===== config.mk =====
export PLATFORM = sky130hd
export DESIGN_NAME = pattern_count_engine
export DESIGN_NICKNAME = d
export VERILOG_FILES = /design/src/rtl/pattern_count_engine_pkg.sv /design/src/rtl/pattern_count_engine_window_matcher.sv /design/src/rtl/pattern_count_engine.sv
export SDC_FILE = /design/constraint.sdc
export NUM_CORES = 1
export LEC_CHECK = 0
export BUFFER_PORTS_ARGS = -buffer_cell sky130_fd_sc_hd__clkbuf_2
export CAP_MARGIN = 20
export CELL_PAD_IN_SITES_DETAIL_PLACEMENT = 0
export CELL_PAD_IN_SITES_GLOBAL_PLACEMENT = 1
export CORE_ASPECT_RATIO = 0.7
export CORE_MARGIN = 10
export CORE_UTILIZATION = 48
export CTS_CLUSTER_SIZE = 12
export DETAILED_ROUTE_END_ITERATION = 6
export HOLD_SLACK_MARGIN = 0.08
export PLACE_DENSITY_LB_ADDON = 0.1
export SYNTH_ARGS = -nofsm -noshare
export SYNTH_HDL_FRONTEND = slang
export SYNTH_HIERARCHICAL = 1
export SYNTH_SLANG_ARGS = --single-unit

===== constraint.sdc =====
create_clock -name clk -period 6.6 [get_ports clk]
set_input_delay 1.32 -clock clk [delete_from_list [all_inputs] [get_ports clk]]
set_output_delay 1.32 -clock clk [all_outputs]
set_load 0.005 [all_outputs]

===== src/rtl/pattern_count_engine_pkg.sv =====
// Shared types and constants for the pattern-count engine.
package pce_pkg;

    typedef enum logic [2:0] {
        IDLE,
        RDPAT,
        SCAN,
        WR0,
        WR1,
        WR2,
        DONE
    } state_t;

    localparam int RES_OFF_CTB = 0;
    localparam int RES_OFF_CTO = 1;
    localparam int RES_OFF_CTS = 2;

endpackage


===== src/rtl/pattern_count_engine_window_matcher.sv =====
// Combinational window matcher: counts pattern hits in one message byte, both
// strictly inside the byte and across the boundary with the previous byte's tail.
module window_matcher #(
    parameter int PAT_W = 5
) (
    input  logic [PAT_W-1:0] pattern,
    input  logic [PAT_W-2:0] carry,
    input  logic [7:0]       data_byte,
    input  logic             first_byte,
    output logic [3:0]       in_count,
    output logic             any_match,
    output logic [3:0]       cross_count
);

    logic [PAT_W+6:0] joined;

    assign joined = {carry, data_byte};

    // Window j ends at byte bit j; low windows (j <= 8-PAT_W) lie fully inside the byte.
    // The first byte has no real predecessor, so its carry-spanning windows are skipped.
    always_comb begin
        in_count    = 4'd0;
        cross_count = 4'd0;
        for (int j = 0; j < 8; j++) begin
            if (joined[j +: PAT_W] == pattern) begin
                if (j <= 8 - PAT_W) begin
                    in_count = in_count + 4'd1;
                end
                if (!first_byte || (j <= 8 - PAT_W)) begin
                    cross_count = cross_count + 4'd1;
                end
            end
        end
        any_match = (in_count != 4'd0);
    end

endmodule


===== src/rtl/pattern_count_engine.sv =====
// Pattern-count accelerator: reads a pattern byte and NBYTES message bytes, then
// writes in-byte, byte and crossing match counts back to data memory.
module pattern_count_engine
    import pce_pkg::*;
#(
    parameter int PAT_W    = 5,
    parameter int NBYTES   = 32,
    parameter int ADDR_W   = 8,
    parameter int PAT_ADDR = 32,
    parameter int RES_ADDR = 33,
    parameter int CNT_W    = 8
) (
    input  logic              clk,
    input  logic              reset_n,
    input  logic              start,
    output logic              busy,
    output logic              done,
    output logic [ADDR_W-1:0] rd_addr,
    input  logic [7:0]        rd_data,
    output logic              wr_en,
    output logic [ADDR_W-1:0] wr_addr,
    output logic [7:0]        wr_data
);

    localparam int SUM_W = CNT_W + 5;
    localparam int BYTE_W = CNT_W + 8;

    localparam logic [CNT_W-1:0]  CNT_MAX = '1;
    localparam logic [ADDR_W-1:0] LAST_K  = ADDR_W'(NBYTES);
    localparam logic [ADDR_W-1:0] LAST_RD = ADDR_W'(NBYTES - 1);
    localparam logic [ADDR_W-1:0] FIRST_K = ADDR_W'(1);
    localparam logic [ADDR_W-1:0] PAT_A   = ADDR_W'(PAT_ADDR);
    localparam logic [ADDR_W-1:0] RES_CTB = ADDR_W'(RES_ADDR + RES_OFF_CTB);
    localparam logic [ADDR_W-1:0] RES_CTO = ADDR_W'(RES_ADDR + RES_OFF_CTO);
    localparam logic [ADDR_W-1:0] RES_CTS = ADDR_W'(RES_ADDR + RES_OFF_CTS);

    function automatic logic [CNT_W-1:0] sat_add(input logic [CNT_W-1:0] acc,
                                                 input logic [3:0]       inc);
        logic [SUM_W-1:0] sum;
        sum = SUM_W'(acc) + SUM_W'(inc);
        return (sum > SUM_W'(CNT_MAX)) ? CNT_MAX : sum[CNT_W-1:0];
    endfunction

    // Wide counters are clipped to 255 rather than wrapped when written as a byte.
    function automatic logic [7:0] to_byte(input logic [CNT_W-1:0] cnt);
        logic [BYTE_W-1:0] wide;
        wide = BYTE_W'(cnt);
        return (wide > BYTE_W'(255)) ? 8'hFF : wide[7:0];
    endfunction

    state_t state, state_nx;

    logic [ADDR_W-1:0] scan_k, scan_k_nx;
    logic [ADDR_W-1:0] rd_addr_nx;
    logic [PAT_W-1:0]  pattern_q, pattern_nx;
    logic [PAT_W-2:0]  carry_q, carry_nx;
    logic [CNT_W-1:0]  ctb, ctb_nx;
    logic [CNT_W-1:0]  cto, cto_nx;
    logic [CNT_W-1:0]  cts, cts_nx;
    logic              wr_en_nx;
    logic [ADDR_W-1:0] wr_addr_nx;
    logic [7:0]        wr_data_nx;

    logic [3:0] in_cnt;
    logic [3:0] cross_cnt;
    logic       any_hit;

    window_matcher #(
        .PAT_W(PAT_W)
    ) u_matcher (
        .pattern    (pattern_q),
        .carry      (carry_q),
        .data_byte  (rd_data),
        .first_byte (scan_k == FIRST_K),
        .in_count   (in_cnt),
        .any_match  (any_hit),
        .cross_count(cross_cnt)
    );

    assign busy = (state != IDLE) && (state != DONE);
    assign done = (state == DONE);

    always_ff @(posedge clk or negedge reset_n) begin
        if (!reset_n) begin
            state <= IDLE;
        end else begin
            state <= state_nx;
        end
    end

    // SCAN cycle k fetches byte k while the byte fetched in cycle k-1 is scored;
    // cycle 0 instead captures the pattern requested during RDPAT.
    always_comb begin
        state_nx   = state;
        scan_k_nx  = scan_k;
        rd_addr_nx = rd_addr;
        pattern_nx = pattern_q;
        carry_nx   = carry_q;
        ctb_nx     = ctb;
        cto_nx     = cto;
        cts_nx     = cts;
        wr_en_nx   = 1'b0;
        wr_addr_nx = wr_addr;
        wr_data_nx = wr_data;

        case (state)
            IDLE, DONE: begin
                if (start) begin
                    state_nx   = RDPAT;
                    rd_addr_nx = PAT_A;
                    scan_k_nx  = '0;
                    carry_nx   = '0;
                    ctb_nx     = '0;
                    cto_nx     = '0;
                    cts_nx     = '0;
                end
            end
            RDPAT: begin
                state_nx   = SCAN;
                rd_addr_nx = '0;
                scan_k_nx  = '0;
            end
            SCAN: begin
                if (scan_k == '0) begin
                    pattern_nx = rd_data[7 -: PAT_W];
                end else begin
                    carry_nx = rd_data[PAT_W-2:0];
                    ctb_nx   = sat_add(ctb, in_cnt);
                    cto_nx   = any_hit ? sat_add(cto, 4'd1) : cto;
                    cts_nx   = sat_add(cts, cross_cnt);
                end
                if (scan_k < LAST_RD) begin
                    rd_addr_nx = scan_k + FIRST_K;
                end
                if (scan_k == LAST_K) begin
                    state_nx   = WR0;
                    wr_en_nx   = 1'b1;
                    wr_addr_nx = RES_CTB;
                    wr_data_nx = to_byte(ctb_nx);
                end else begin
                    scan_k_nx = scan_k + FIRST_K;
                end
            end
            WR0: begin
                state_nx   = WR1;
                wr_en_nx   = 1'b1;
                wr_addr_nx = RES_CTO;
                wr_data_nx = to_byte(cto);
            end
            WR1: begin
                state_nx   = WR2;
                wr_en_nx   = 1'b1;
                wr_addr_nx = RES_CTS;
                wr_data_nx = to_byte(cts);
            end
            WR2: begin
                state_nx = DONE;
            end
            default: begin
                state_nx = IDLE;
            end
        endcase
    end

    always_ff @(posedge clk or negedge reset_n) begin
        if (!reset_n) begin
            scan_k    <= '0;
            rd_addr   <= '0;
            pattern_q <= '0;
            carry_q   <= '0;
            ctb       <= '0;
            cto       <= '0;
            cts       <= '0;
            wr_en     <= 1'b0;
            wr_addr   <= '0;
            wr_data   <= '0;
        end else begin
            scan_k    <= scan_k_nx;
            rd_addr   <= rd_addr_nx;
            pattern_q <= pattern_nx;
            carry_q   <= carry_nx;
            ctb       <= ctb_nx;
            cto       <= cto_nx;
            cts       <= cts_nx;
            wr_en     <= wr_en_nx;
            wr_addr   <= wr_addr_nx;
            wr_data   <= wr_data_nx;
        end
    end

endmodule

After elaboration in Yosys (flattened, before gate mapping)
Cells that the tools add are included.
{"block": "totals", "ff_bits": 69, "elab_cells": 107}
{"block": "op_classes", "add_sub_neg": 11, "n_lt_le_gt_ge": 4, "n_eq_ne": 23, "mux": 40, "n_reduce_logical": 18}
{"operator": "8-bit two-way mux", "count": 13}
{"operator": "8-bit one-hot mux with 3 select lines", "count": 4}
{"operator": "4-bit two-way mux", "count": 13}
{"operator": "8-bit one-hot mux with 2 select lines", "count": 3}
{"operator": "5-bit equality test", "count": 8}
{"operator": "9-bit by 8-bit > comparator with 1-bit output (second input constant)", "count": 3}
{"operator": "4-bit by 1-bit adder with 4-bit output (second input constant)", "count": 6}
{"operator": "8-bit by 4-bit adder with 9-bit output", "count": 2}
{"operator": "3-bit one-hot mux with 6 select lines", "count": 1}
{"operator": "2-bit != test (second input constant)", "count": 6}
{"operator": "8-bit by 1-bit adder with 9-bit output (second input constant)", "count": 1}
{"operator": "3-bit equality test (second input constant)", "count": 3}
{"operator": "3-bit AND reduction", "count": 3}
{"operator": "3-bit nonzero test", "count": 3}
{"operator": "8-bit by 1-bit adder with 8-bit output (second input constant)", "count": 1}
{"operator": "8-bit by 1-bit equality test with 1-bit output (second input constant)", "count": 1}
{"operator": "8-bit by 6-bit equality test with 1-bit output (second input constant)", "count": 1}
{"operator": "8-bit logical NOT", "count": 1}
{"operator": "8-bit by 5-bit < comparator with 1-bit output (second input constant)", "count": 1}
{"operator": "4-bit one-hot mux with 2 select lines", "count": 1}
{"operator": "2-bit AND reduction", "count": 4}
{"operator": "3-bit by 2-bit equality test with 1-bit output (second input constant)", "count": 2}
{"operator": "3-bit two-way mux", "count": 2}
{"operator": "4-bit AND reduction", "count": 1}
{"operator": "other kinds (10)", "count": 12}

Depth between registers and ports, before layout
Gate-level depths: netlist (run 1).
{"block": "depth", "word_depth": 25, "depth_mapped": 32, "mapped_depth_nobuf": 31}

Modules after synthesis
The synthesis (run 1) kept the hierarchy.
{"module": "pattern_count_engine", "instances": 1, "cells_each": 392, "area_per_inst_um2": 3729.8, "seq_area_each_um2": 1601.5}
{"module": "window_matcher", "instances": 1, "cells_each": 165, "area_per_inst_um2": 1416.4, "seq_area_each_um2": 0.0}

Least setup slack after synthesis (run 1)
OpenSTA, ideal clock, no wires.
{"block": "synth_timing", "path_type": "input to register", "startpoint": "input rd_data[4]", "endpoint": "register cts[7]", "arrival_ns": 6.423, "required_ns": 6.462, "slack_ns": 0.040, "path_stages": 31, "path_cell_list": "buf_6 -> xor2_1 -> nor3_1 -> nand3_1 -> inv_1 -> ha_1 -> buf_6 -> xnor2_4 -> ha_1 -> mux2_4 -> a211oi_2 -> xnor2_1 -> nand2_1 -> o21ai_0 -> ha_1 -> nand2_1 -> o31ai_1 -> a31o_1 -> ha_1 -> nor3b_1 -> xnor3_1 -> xor2_1 -> nand3_2 -> nor3b_2 -> a311oi_2 -> xnor2_1 -> ha_1 -> o211a_1 -> o31a_1 -> o31ai_1 -> a21oi_1"}
{"block": "synth_between", "elab_chain_len": 25, "elab_cells_between_ends": 29, "classes_between": "add/sub: 8; order compare: 1; eq/ne: 5; mux: 15"}
{"element": "from (decl)", "line_no": "pattern_count_engine.sv:19", "text": "input logic [7:0] rd_data,"}
{"element": "5-bit equality test", "line_no": "pattern_count_engine_window_matcher.sv:25", "text": "if (joined[j +: PAT_W] == pattern) begin"}
{"element": "1-bit two-way mux", "line_no": "pattern_count_engine_window_matcher.sv:25"}
{"element": "1-bit by 1-bit adder with 2-bit output", "line_no": "pattern_count_engine_window_matcher.sv:30", "text": "cross_count = cross_count + 4'd1;"}
{"element": "4-bit two-way mux", "line_no": "pattern_count_engine_window_matcher.sv:25"}
{"element": "4-bit by 1-bit adder with 4-bit output", "line_no": "pattern_count_engine_window_matcher.sv:30"}
{"element": "4-bit two-way mux", "line_no": "pattern_count_engine_window_matcher.sv:25"}
{"element": "4-bit by 1-bit adder with 4-bit output", "line_no": "pattern_count_engine_window_matcher.sv:30"}
{"element": "4-bit two-way mux", "line_no": "pattern_count_engine_window_matcher.sv:25"}
{"element": "[10 not listed]"}
{"element": "4-bit two-way mux", "line_no": "pattern_count_engine_window_matcher.sv:29", "text": "if (!first_byte || (j <= 8 - PAT_W)) begin"}
{"element": "4-bit two-way mux *", "line_no": "pattern_count_engine_window_matcher.sv:25"}
{"element": "net cross_cnt[3]", "line_no": "pattern_count_engine.sv:65", "text": "logic [3:0] cross_cnt;"}
{"element": "8-bit by 4-bit adder with 9-bit output *", "line_no": "pattern_count_engine.sv:40", "text": "sum = SUM_W'(acc) + SUM_W'(inc);"}
{"element": "9-bit by 8-bit > comparator with 1-bit output", "line_no": "pattern_count_engine.sv:41", "text": "return (sum > SUM_W'(CNT_MAX)) ? CNT_MAX : sum[CNT_W-1:0];"}
{"element": "8-bit two-way mux *", "line_no": "pattern_count_engine.sv:41"}
{"element": "8-bit two-way mux *", "line_no": "pattern_count_engine.sv:124", "text": "if (scan_k == '0) begin"}
{"element": "8-bit one-hot mux with 2 select lines *", "line_no": "pattern_count_engine.sv:106", "text": "case (state)"}
{"element": "to (signal assigned)", "line_no": "pattern_count_engine.sv:184", "text": "cts <= cts_nx;"}
{"element": "to (decl)", "line_no": "pattern_count_engine.sv:59", "text": "logic [CNT_W-1:0] cts, cts_nx;"}
Mark *: on every way through the listed nets, which the timed path passes. The rest lies on a longest branch. The select of a mux whose other input is x is not followed.
A chain may end at the register's enable or synchronous reset.

Worst setup path in the final report (run 1)
{"block": "layout_timing", "startpoint": "input rd_data[4]", "endpoint": "register cts[5]"}
The elaborated chain is that of the path after synthesis.

==> results of run 1 <==
==> timing repair <==
item | in CTS | in global routing
setup endpoints to repair | 0 | 8
setup buffers | 0 | 1
hold buffers | 0 | 0
gates resized for setup | 0 | 22
==> cell usage after synthesis, types with 6 or more instances <==
cell      number
nand2_1       42
buf_6         11
a21o_1        10
inv_1         21
o31ai_1        8
nand3_1       23
ha_1          19
a31oi_1        8
nor2_1        34
a21oi_1       29
xor2_1        18
buf_4          8
o21ai_0       43
a22o_1         9
mux2_2        13
buf_2         11
clkbuf_1       6
nor3_1        15
dfrtp_1       64
xnor2_1       38
==> worst max-delay path: cells and delay by family <==
| kind | cells | cell delay, ns |
|---|---|---|
| compound gates | 11 | 1.59 |
| xor+xnor | 5 | 0.90 |
| fa+ha+maj | 5 | 1.18 |
| buf+inv | 3 | 0.34 |
| mux | 1 | 0.26 |
| simple gates | 7 | 0.87 |
==> placed cells by master (no fill, tap or decap), types with 5 or more instances in the layout <==
| master | instances |
|---|---|
| nor3b_2 | 5 |
| xor2_1 | 17 |
| a22o_1 | 9 |
| nor3_1 | 14 |
| o31ai_1 | 6 |
| ha_1 | 17 |
| and2_1 | 5 |
| nand2_1 | 42 |
| buf_4 | 25 |
| a31oi_1 | 8 |
| nor2b_1 | 5 |
| conb_1 | 6 |
| mux2_2 | 13 |
| a21oi_1 | 26 |
| nand3_1 | 23 |
| nor2_1 | 34 |
| a222oi_1 | 5 |
| a211oi_1 | 5 |
| clkbuf_16 | 9 |
| a21o_1 | 10 |
| xnor2_1 | 38 |
| inv_1 | 20 |
| o21ai_0 | 40 |
| clkbuf_2 | 30 |
| dfrtp_1 | 64 |
==> metal layers <==
metal / up-vias / GRT usage, % / share of wire (%) / wire length, um
li1: 2062 / - / - / -
met1: 2003 / 24.7 / 53 / 6680
met2: 87 / 23.4 / 42 / 5220
met3: 8 / 4.14 / 4.0 / 497
met5: - / 0 / 0 / 0
met4: 0 / 3.71 / 0.97 / 121
==> flip-flops by register name, summed over array words and instances (netlist names) <==
name / flops
ctb: 8
cto: 8
cts: 8
rd_addr: 8
scan_k: 8
wr_data: 8
pattern_q: 5
carry_q: 4
state: 3
wr_addr: 3
wr_en: 1
==> how the worst max path moves through the flow <==
stage | depth (start not counted) | slack, ns | endpoint
CTS | 32 | 0.13 | cts[7]
floorplan | 31 | 0.04 | cts[7]
detailed placement | 32 | -0.19 | cts[5]
finish | 32 | 0.30 | cts[5]
global route | 32 | -0.03 | cts[5]
global placement | 31 | -0.03 | cts[5]
==> kinds of logic after synthesis <==
family / after synthesis / share of synthesized area (%)
XOR/XNOR: 62 / 12.0
buffers and inverters: 59 / 6.98
flip-flops: 64 / 31.1
adder cells (fa/ha/maj): 21 / 5.40
other: 2 / 0.146
multiplexers: 17 / 3.72
AND/OR/NAND/NOR: 179 / 20.3
AO/OA/AOI/OAI: 153 / 20.4
==> power by group through the flow <==
stage / Combinational, mW / Clock, mW / Sequential, mW
3_5_place_dp: 1.09 / 0 / 0.613
2_1_floorplan: 0.954 / 0 / 0.521
4_1_cts: 1.10 / 0.487 / 0.606
5_1_grt: 1.24 / 0.508 / 0.625
6_report: 1.12 / 0.477 / 0.608
3_3_place_gp: 1.07 / 0 / 0.610
==> area by class of cell <==
class,count,area [um2]
Fill cell,947,4600
Multi-Input combinational cell,438,3300
Sequential cell,64,1600
Timing Repair Buffer,57,348
Clock buffer,13,260
Tap cell,132,165
Inverter,22,82.6
Clock inverter,3,40.0
==> metrics by stage <==
stage          util, %  hold slack (ns)  area, um2
2_1_floorplan        -            0.457       5160
3_3_place_gp      51.9            0.448       5390
3_5_place_dp      51.9            0.454       5390
4_1_cts           54.7            0.466       5690
5_1_grt           55.8            0.507       5800
6_report          55.8            0.460       5800
==> results.json, run 1 <==
{
  "outcome": "finished clean",
  "tns_ns": 0,
  "hold_viol_final": 0,
  "netlist.area_leader.share_pct": 31.1,
  "diodes": 0,
  "holdPathEnd": "wr_addr[5]",
  "critPathMaxStageDelay_ns": 0.36,
  "drv_slew": 0,
  "ys_seq_area_share_pct": 31.1,
  "root_buffer": "clkbuf_16",
  "instances_no_fill": 729,
  "seq_power_share_pct": 27.6,
  "ios": 38,
  "tritoncts": "yes",
  "startpoint": "rd_data[4]",
  "crit_fanout": 4,
  "worst_slack_ns": 0.301,
  "insertion_delay_ns": 0.33,
  "finalPower_mw": 2.20,
  "area_delta_synth_final_pct": 12.6,
  "synth_cell_types": 88,
  "worst_r2r_endpoint": "cts[5]",
  "synth-edff-count": 0,
  "cap_violations": 0,
  "maxSlewHeadroom_pct": 42.1,
  "die_w_um": 144,
  "placeableCoreArea_um2": 10400,
  "skew_ns": 0.00907,
  "synth_flop_cell": "dfrtp_1",
  "cts_made_buffers": 9,
  "ff2ff_path_depth": 30,
  "cts_buffer_depth": 2,
  "synthArstFlopShare_pct": 100,
  "grt_max_degree": 65,
  "synth_top_cell_by_area": "dfrtp_1",
  "dp_worst_setup_slack_ns": -0.195,
  "end_kind": "flop",
  "drive_above_1_share_pct": 24.3,
  "vias": 4160,
  "fp.dieArea_um2": 15300,
  "vdd_drop_max_mv": 0.224,
  "synthCells": 557,
  "holdCritStartpoint": "wr_addr[5]",
  "crit_type": "input port to flop",
  "clock_sinks": 64,
  "reg2reg_from": "pattern_q[2]",
  "cellLeakagePower_nw": 2.57,
  "p_int_mw": 1.26,
  "synth.area.top_cells": "dfrtp_1 (31%), xnor2_1 (6.5%), ha_1 (4.6%)",
  "grt_pass1_wl_um": 20700,
  "antenna_found_initial": 0,
  "grt_overflow_total": 0,
  "drt-pass1-iter-count": 5,
  "fin_crit_ns": 6.30,
  "die_h_um": 107,
  "worst_slew_pin_slew_ns": 0.860,
  "finalNetCount": 624,
  "wl_um": 12500,
  "worstHoldPathType": "flop to flop",
  "htree_levels": 3,
  "initialDrtViolationCount": 215,
  "dp.cells": 712,
  "r2r_slack_ns": 0.79,
  "start_util_pct": 49.5,
  "setup_viol": 0,
  "ant_nets": 0,
  "fmax_mhz": 159,
  "path_clk_slew_ns": 0.05,
  "io_buffer_count": 32,
  "switching_share_pct": 43.0,
  "ys.warnings.count": 6,
  "grt_pass1_vias": 3982,
  "grtUsageTotal_pct": 16.6,
  "p_clk_share_pct": 21.6,
  "hpwl_um": 9410,
  "cp_data_required_time_ns": 6.79,
  "cp.arrival_ns": 6.49,
  "p_per_area_nw_per_um2": 380,
  "critPathSlowestCell": "ha_1",
  "place_congestion": 0.907,
  "syn_area_um2": 5150,
  "synth.ff_latch_count": 64,
  "rows": 31,
  "wl_per_cell_um": 17.2,
  "syn_avg_cell_area_um2": 9.24,
  "via_per_inst": 5.71,
  "holdPathStages": 1,
  "start_kind": "input port",
  "p_comb_share_pct": 50.7,
  "power.switching_mw": 0.948,
  "drc": 0,
  "period_share_pct": 95.4
}
No activity file was read; power rests on OpenSTA's default activity.
==> run 2, diff against run 1 <==
--- a/config.mk
+++ b/config.mk
@@ -15,7 +15,7 @@
 export CTS_CLUSTER_SIZE = 12
 export DETAILED_ROUTE_END_ITERATION = 6
 export HOLD_SLACK_MARGIN = 0.08
-export PLACE_DENSITY_LB_ADDON = 0.1
+export PLACE_DENSITY = 0.93
 export SYNTH_ARGS = -nofsm -noshare
 export SYNTH_HDL_FRONTEND = slang
 export SYNTH_HIERARCHICAL = 1
==> run 2 against run 1 <==
  * Register-to-register slack got worse by 0.10 ns
  * Fmax is 1.7% lower
  * Final area shrank 0.39%
  * Clock power decreased by 1%
  * Die area unchanged
  * Global-route usage is 0.31 points lower
  * Hold slack improved by 0.013 ns
  * Non-clock buffer count grew 1
  * Sequential share of layout area up 0.11 points
  * Clock-buffer cell count fell by 2
  * Cell count fell by 0.14%
  * Critical path type unchanged
  * Highest routed layer unchanged
==> results.json, run 2 (synthesis gave the netlist of run 1 again) <==
{
  "drc": 0,
  "wl_um": 12300,
  "end_kind": "flop",
  "r2r_slack_ns": 0.69,
  "crit_top_cell": "ha_1",
  "diodes": 0,
  "utilization_pct": 55.5,
  "htree_levels": 3,
  "cts_buffer_depth": 2,
  "cp.arrival_ns": 6.61,
  "cp-endpoint": "cts[7]",
  "cellLeakagePower_nw": 2.57,
  "cp_data_required_time_ns": 6.80,
  "fin_crit_ns": 6.41,
  "die_w_um": 144,
  "outcome": "finished clean",
  "regArea_um2": 1600,
  "critPathSlowestCell": "ha_1",
  "critPathMaxStageDelay_ns": 0.37,
  "die_h_um": 107,
  "maxSlewHeadroom_pct": 45.6,
  "fillers": 909,
  "worst_slew_pin_slew_ns": 0.816,
  "io_buffer_count": 32,
  "fin_hold_ws_ns": 0.472,
  "period_share_pct": 97.1,
  "placeableCoreArea_um2": 10400,
  "skew_ns": 0.00692,
  "cts_made_buffers": 9,
  "grt_pass1_wl_um": 20800,
  "antenna_found_initial": 0,
  "clock_sinks": 64,
  "drt-pass1-iter-count": 6,
  "rows": 31,
  "dp.cells": 709,
  "fmax_mhz": 156,
  "insertion_delay_ns": 0.34,
  "instances_no_fill": 728,
  "vias": 4290,
  "hpwl_um": 9150,
  "reg2reg_from": "pattern_q[3]",
  "path_clk_slew_ns": 0.05,
  "grt_pass1_vias": 4185,
  "drive_above_1_share_pct": 23.7,
  "ff2ff_path_depth": 30,
  "place_congestion": 0.893,
  "wl_per_cell_um": 16.8,
  "startpoint": "rd_data[1]",
  "initialDrtViolationCount": 345,
  "tritoncts": "yes",
  "p_per_area_nw_per_um2": 378,
  "multi_input_area_um2": 3270,
  "via_per_inst": 5.89,
  "hold_viol_final": 0,
  "finalNetCount": 625,
  "cap_violations": 0,
  "crit_fanout": 4,
  "start_util_pct": 49.5,
  "drv_slew": 0,
  "setup_viol": 0,
  "ios": 38,
  "start_kind": "input port",
  "grt_max_degree": 65,
  "layout_common_cells": "dfrtp_1 (64), nand2_1 (42), o21ai_0 (40)",
  "grt_overflow_total": 0,
  "fp.dieArea_um2": 15300,
  "worst_r2r_endpoint": "cts[7]",
  "worstHoldPathType": "flop to flop",
  "crit_type": "input port to flop",
  "area_delta_synth_final_pct": 12.2,
  "ant_nets": 0,
  "layout_commonest_cell": "dfrtp_1",
  "root_buffer": "clkbuf_16",
  "grtUsageTotal_pct": 16.3,
  "vdd_drop_max_mv": 0.217,
  "hold_buffers": 0
}
-- run 2: changes by cell type in the layout (fill, tap and decap cells not counted), moves of 2 or more --
cell      before  now
a21oi_1       26   28
a21oi_2        3    1
buf_2          2    0
clkbuf_1       2    0
clkbuf_2      30   32
-- run 2: area by class of cell --
class / instances / area share [%]
Sequential cell: 64 / 27.7
Tap cell: 132 / 2.86
Clock buffer: 11 / 4.38
Inverter: 22 / 1.43
Timing Repair Buffer: 58 / 6.16
Multi-Input combinational cell: 438 / 56.7
Clock inverter: 3 / 0.737
-- run 2: stage by stage --
stage | setup WS [ns] | instance area [um2] | power [mW] | setup TNS [ns]
5_1_grt | -0.148 | 5770 | 2.35 | -0.401
2_1_floorplan | 0.0395 | 5160 | 1.47 | 0
4_1_cts | 0.149 | 5660 | 2.17 | 0
3_3_place_gp | 0.0558 | 5370 | 1.65 | 0
6_report | 0.193 | 5770 | 2.18 | 0
3_5_place_dp | -0.178 | 5370 | 1.69 | -0.733
-- run 2: how the worst min path moves through the flow --
stage	startpoint	endpoint	depth (start not counted)
after floorplan	wr_addr[5]	wr_addr[5]	1
after global placement	wr_addr[5]	wr_addr[5]	1
after detailed placement	wr_addr[5]	wr_addr[5]	1
after CTS	wr_addr[5]	wr_addr[5]	1
after global routing	wr_addr[5]	wr_addr[5]	1
final	wr_addr[5]	wr_addr[5]	1
-- run 2: worst max-delay path: cells and delay by family --
| kind | cells | cell delay [ns] |
|---|---|---|
| XOR/XNOR | 5 | 0.93 |
| AND/OR/NAND/NOR | 7 | 0.99 |
| adder cells (fa/ha/maj) | 5 | 1.18 |
| AO/OA/AOI/OAI | 11 | 1.67 |
| buffers and inverters | 2 | 0.24 |
| multiplexers | 1 | 0.26 |
-- run 2: timing repair --
| item | in CTS | in global routing |
|---|---|---|
| gates resized for setup | 0 | 15 |
| setup endpoints to repair | 0 | 8 |
| buffers inserted | 0 | 5 |
-- run 2: routing by layer --
layer	vias to the layer above	track usage (%)	wire length, um
met5	-	0	0
met4	0	4.29	135
met3	18	4.14	729
met2	123	24.6	5550
met1	2093	22.7	5840
li1	2056	-	-
-- run 2: report_power, final --
part,internal (mW),total (mW),switching (mW),leakage (nW)
Sequential,0.461,0.604,0.143,0.855
Clock,0.307,0.472,0.164,0.143
Combinational,0.477,1.11,0.630,1.57
==> run 3, diff against run 2 <==
--- a/config.mk
+++ b/config.mk
@@ -16,6 +16,7 @@
 export DETAILED_ROUTE_END_ITERATION = 6
 export HOLD_SLACK_MARGIN = 0.08
 export PLACE_DENSITY = 0.93
+export RECOVER_POWER = 100
 export SYNTH_ARGS = -nofsm -noshare
 export SYNTH_HDL_FRONTEND = slang
 export SYNTH_HIERARCHICAL = 1
==> run 3 against run 2 <==
  * The run now ends with capacitance limit, slew limit left
  * Via count grew 0.47%
  * Non-clock buffer count is the same
  * Global-route usage is the same
  * Routed wire length grew 0.86%
  * Sequential power is essentially flat
  * Fmax is essentially flat
  * Hold slack lost 0.0042 ns
  * Cell count is the same
  * Clock power is essentially flat
  * First-iteration DRC count shrank 15%
  * Flip-flop and latch count is the same
  * Final area shrank 1.7%
  * Largest cell class unchanged
==> results.json, run 3 (synthesis gave the netlist of run 1 again) <==
{
  "outcome": "complete, but fails checks",
  "violations": "capacitance limit, slew limit",
  "via_per_inst": 5.92,
  "worstHoldPathType": "flop to flop",
  "grt_overflow_total": 0,
  "cp.arrival_ns": 6.61,
  "tritoncts": "yes",
  "insertion_delay_ns": 0.34,
  "antenna_found_initial": 0,
  "drc": 0,
  "maxSlewHeadroom_pct": -130,
  "start_util_pct": 49.5,
  "placeableCoreArea_um2": 10400,
  "drt-pass1-iter-count": 5,
  "root_buffer": "clkbuf_16",
  "htree_levels": 3,
  "rows": 31,
  "crit_type": "input port to flop",
  "grt_max_degree": 65,
  "start_kind": "input port",
  "vdd_drop_max_mv": 0.217,
  "grt_pass1_vias": 4185,
  "utilization_pct": 54.6,
  "hold_buffers": 0,
  "grt_pass1_wl_um": 20800,
  "finalPower_mw": 2.15,
  "hpwl_um": 9150,
  "regArea_um2": 1600,
  "cap_violations": 2,
  "cts_buffer_depth": 2,
  "cellLeakagePower_nw": 2.47,
  "setup_viol": 0,
  "fmax_mhz": 156,
  "fin_crit_ns": 6.41,
  "layout_commonest_cell": "dfrtp_1",
  "skew_ns": 0.00660,
  "vias": 4310,
  "critPathSlowestCell": "ha_1",
  "tns_ns": 0,
  "period_share_pct": 97.1,
  "grtUsageTotal_pct": 16.3,
  "hold_viol_final": 0,
  "cts_made_buffers": 9,
  "die_w_um": 144,
  "crit_fanout": 4,
  "crit_top_cell": "ha_1",
  "path_clk_slew_ns": 0.05,
  "worst_slew_pin_slew_ns": 3.45,
  "ant_nets": 0,
  "wl_per_cell_um": 17.0,
  "initialDrtViolationCount": 294,
  "p_per_area_nw_per_um2": 378,
  "die_h_um": 107,
  "fillers": 927,
  "end_kind": "flop",
  "wl_um": 12400,
  "drv_slew": 74,
  "dp.cells": 709,
  "cp_data_required_time_ns": 6.80,
  "diodes": 0,
  "area_delta_synth_final_pct": 10.3,
  "place_congestion": 0.893,
  "ios": 38,
  "layout_common_cells": "dfrtp_1 (64), nand2_1 (42), o21ai_0 (42)",
  "fp.dieArea_um2": 15300,
  "multi_input_area_um2": 3210,
  "instances_no_fill": 728,
  "clock_sinks": 64,
  "io_buffer_count": 32,
  "critPathMaxStageDelay_ns": 0.37,
  "finalNetCount": 625,
  "drive_above_1_share_pct": 18.3
}
[run 3: cell type report]
class | count | area share [%]
Multi-Input combinational cell | 438 | 56.6
Tap cell | 132 | 2.91
Clock inverter | 3 | 0.749
Sequential cell | 64 | 28.2
Timing Repair Buffer | 58 | 5.64
Inverter | 22 | 1.45
Clock buffer | 11 | 4.45
[run 3: final timing paths]
kind	slack, ns	cells after the start	to	start
min in group asynchronous	2.25	2	cto[6]	reset_n
min reg2reg	0.47	1	wr_addr[5]	wr_addr[5]
max	0.19	31	cts[7]	rd_data[1]
max in group asynchronous	2.40	2	carry_q[2]	reset_n
max reg2reg	0.68	30	cts[7]	pattern_q[3]
min	0.47	1	wr_addr[5]	wr_addr[5]
[run 3: routing by layer]
metal	up-vias	part of all wire (%)	global-route usage (%)
li1	2061	-	-
met1	2102	47	22.7
met2	132	45	24.6
met3	15	6.8	4.14
met4	0	0.99	4.29
met5	-	0	0
[run 3: power breakdown]
group,switching (mW),internal [mW],total [mW]
clock network,0.166,0.307,0.473
logic,0.620,0.453,1.07
registers,0.140,0.461,0.602
[run 3: stage by stage]
step / worst slack, ns / instance area (um2) / hold WS, ns
2_1_floorplan: 0.0395 / 5160 / 0.457
3_3_place_gp: 0.0558 / 5370 / 0.447
3_5_place_dp: -0.178 / 5370 / 0.461
4_1_cts: 0.149 / 5660 / 0.472
5_1_grt: -0.148 / 5680 / 0.529
6_report: 0.188 / 5680 / 0.468
[run 3: what timing repair did]
item / CTS / global route
buffers inserted: 0 / 5
endpoints found under the setup margin: 0 / 8
gates resized for setup: 0 / 15
[run 3: critical path, delay by kind of cell]
kind            cells  cell delay [ns]
simple gates        7             0.99
buf+inv             2             0.24
fa+ha+maj           5             1.18
mux                 1             0.26
compound gates     11             1.67
xor+xnor            5             0.94
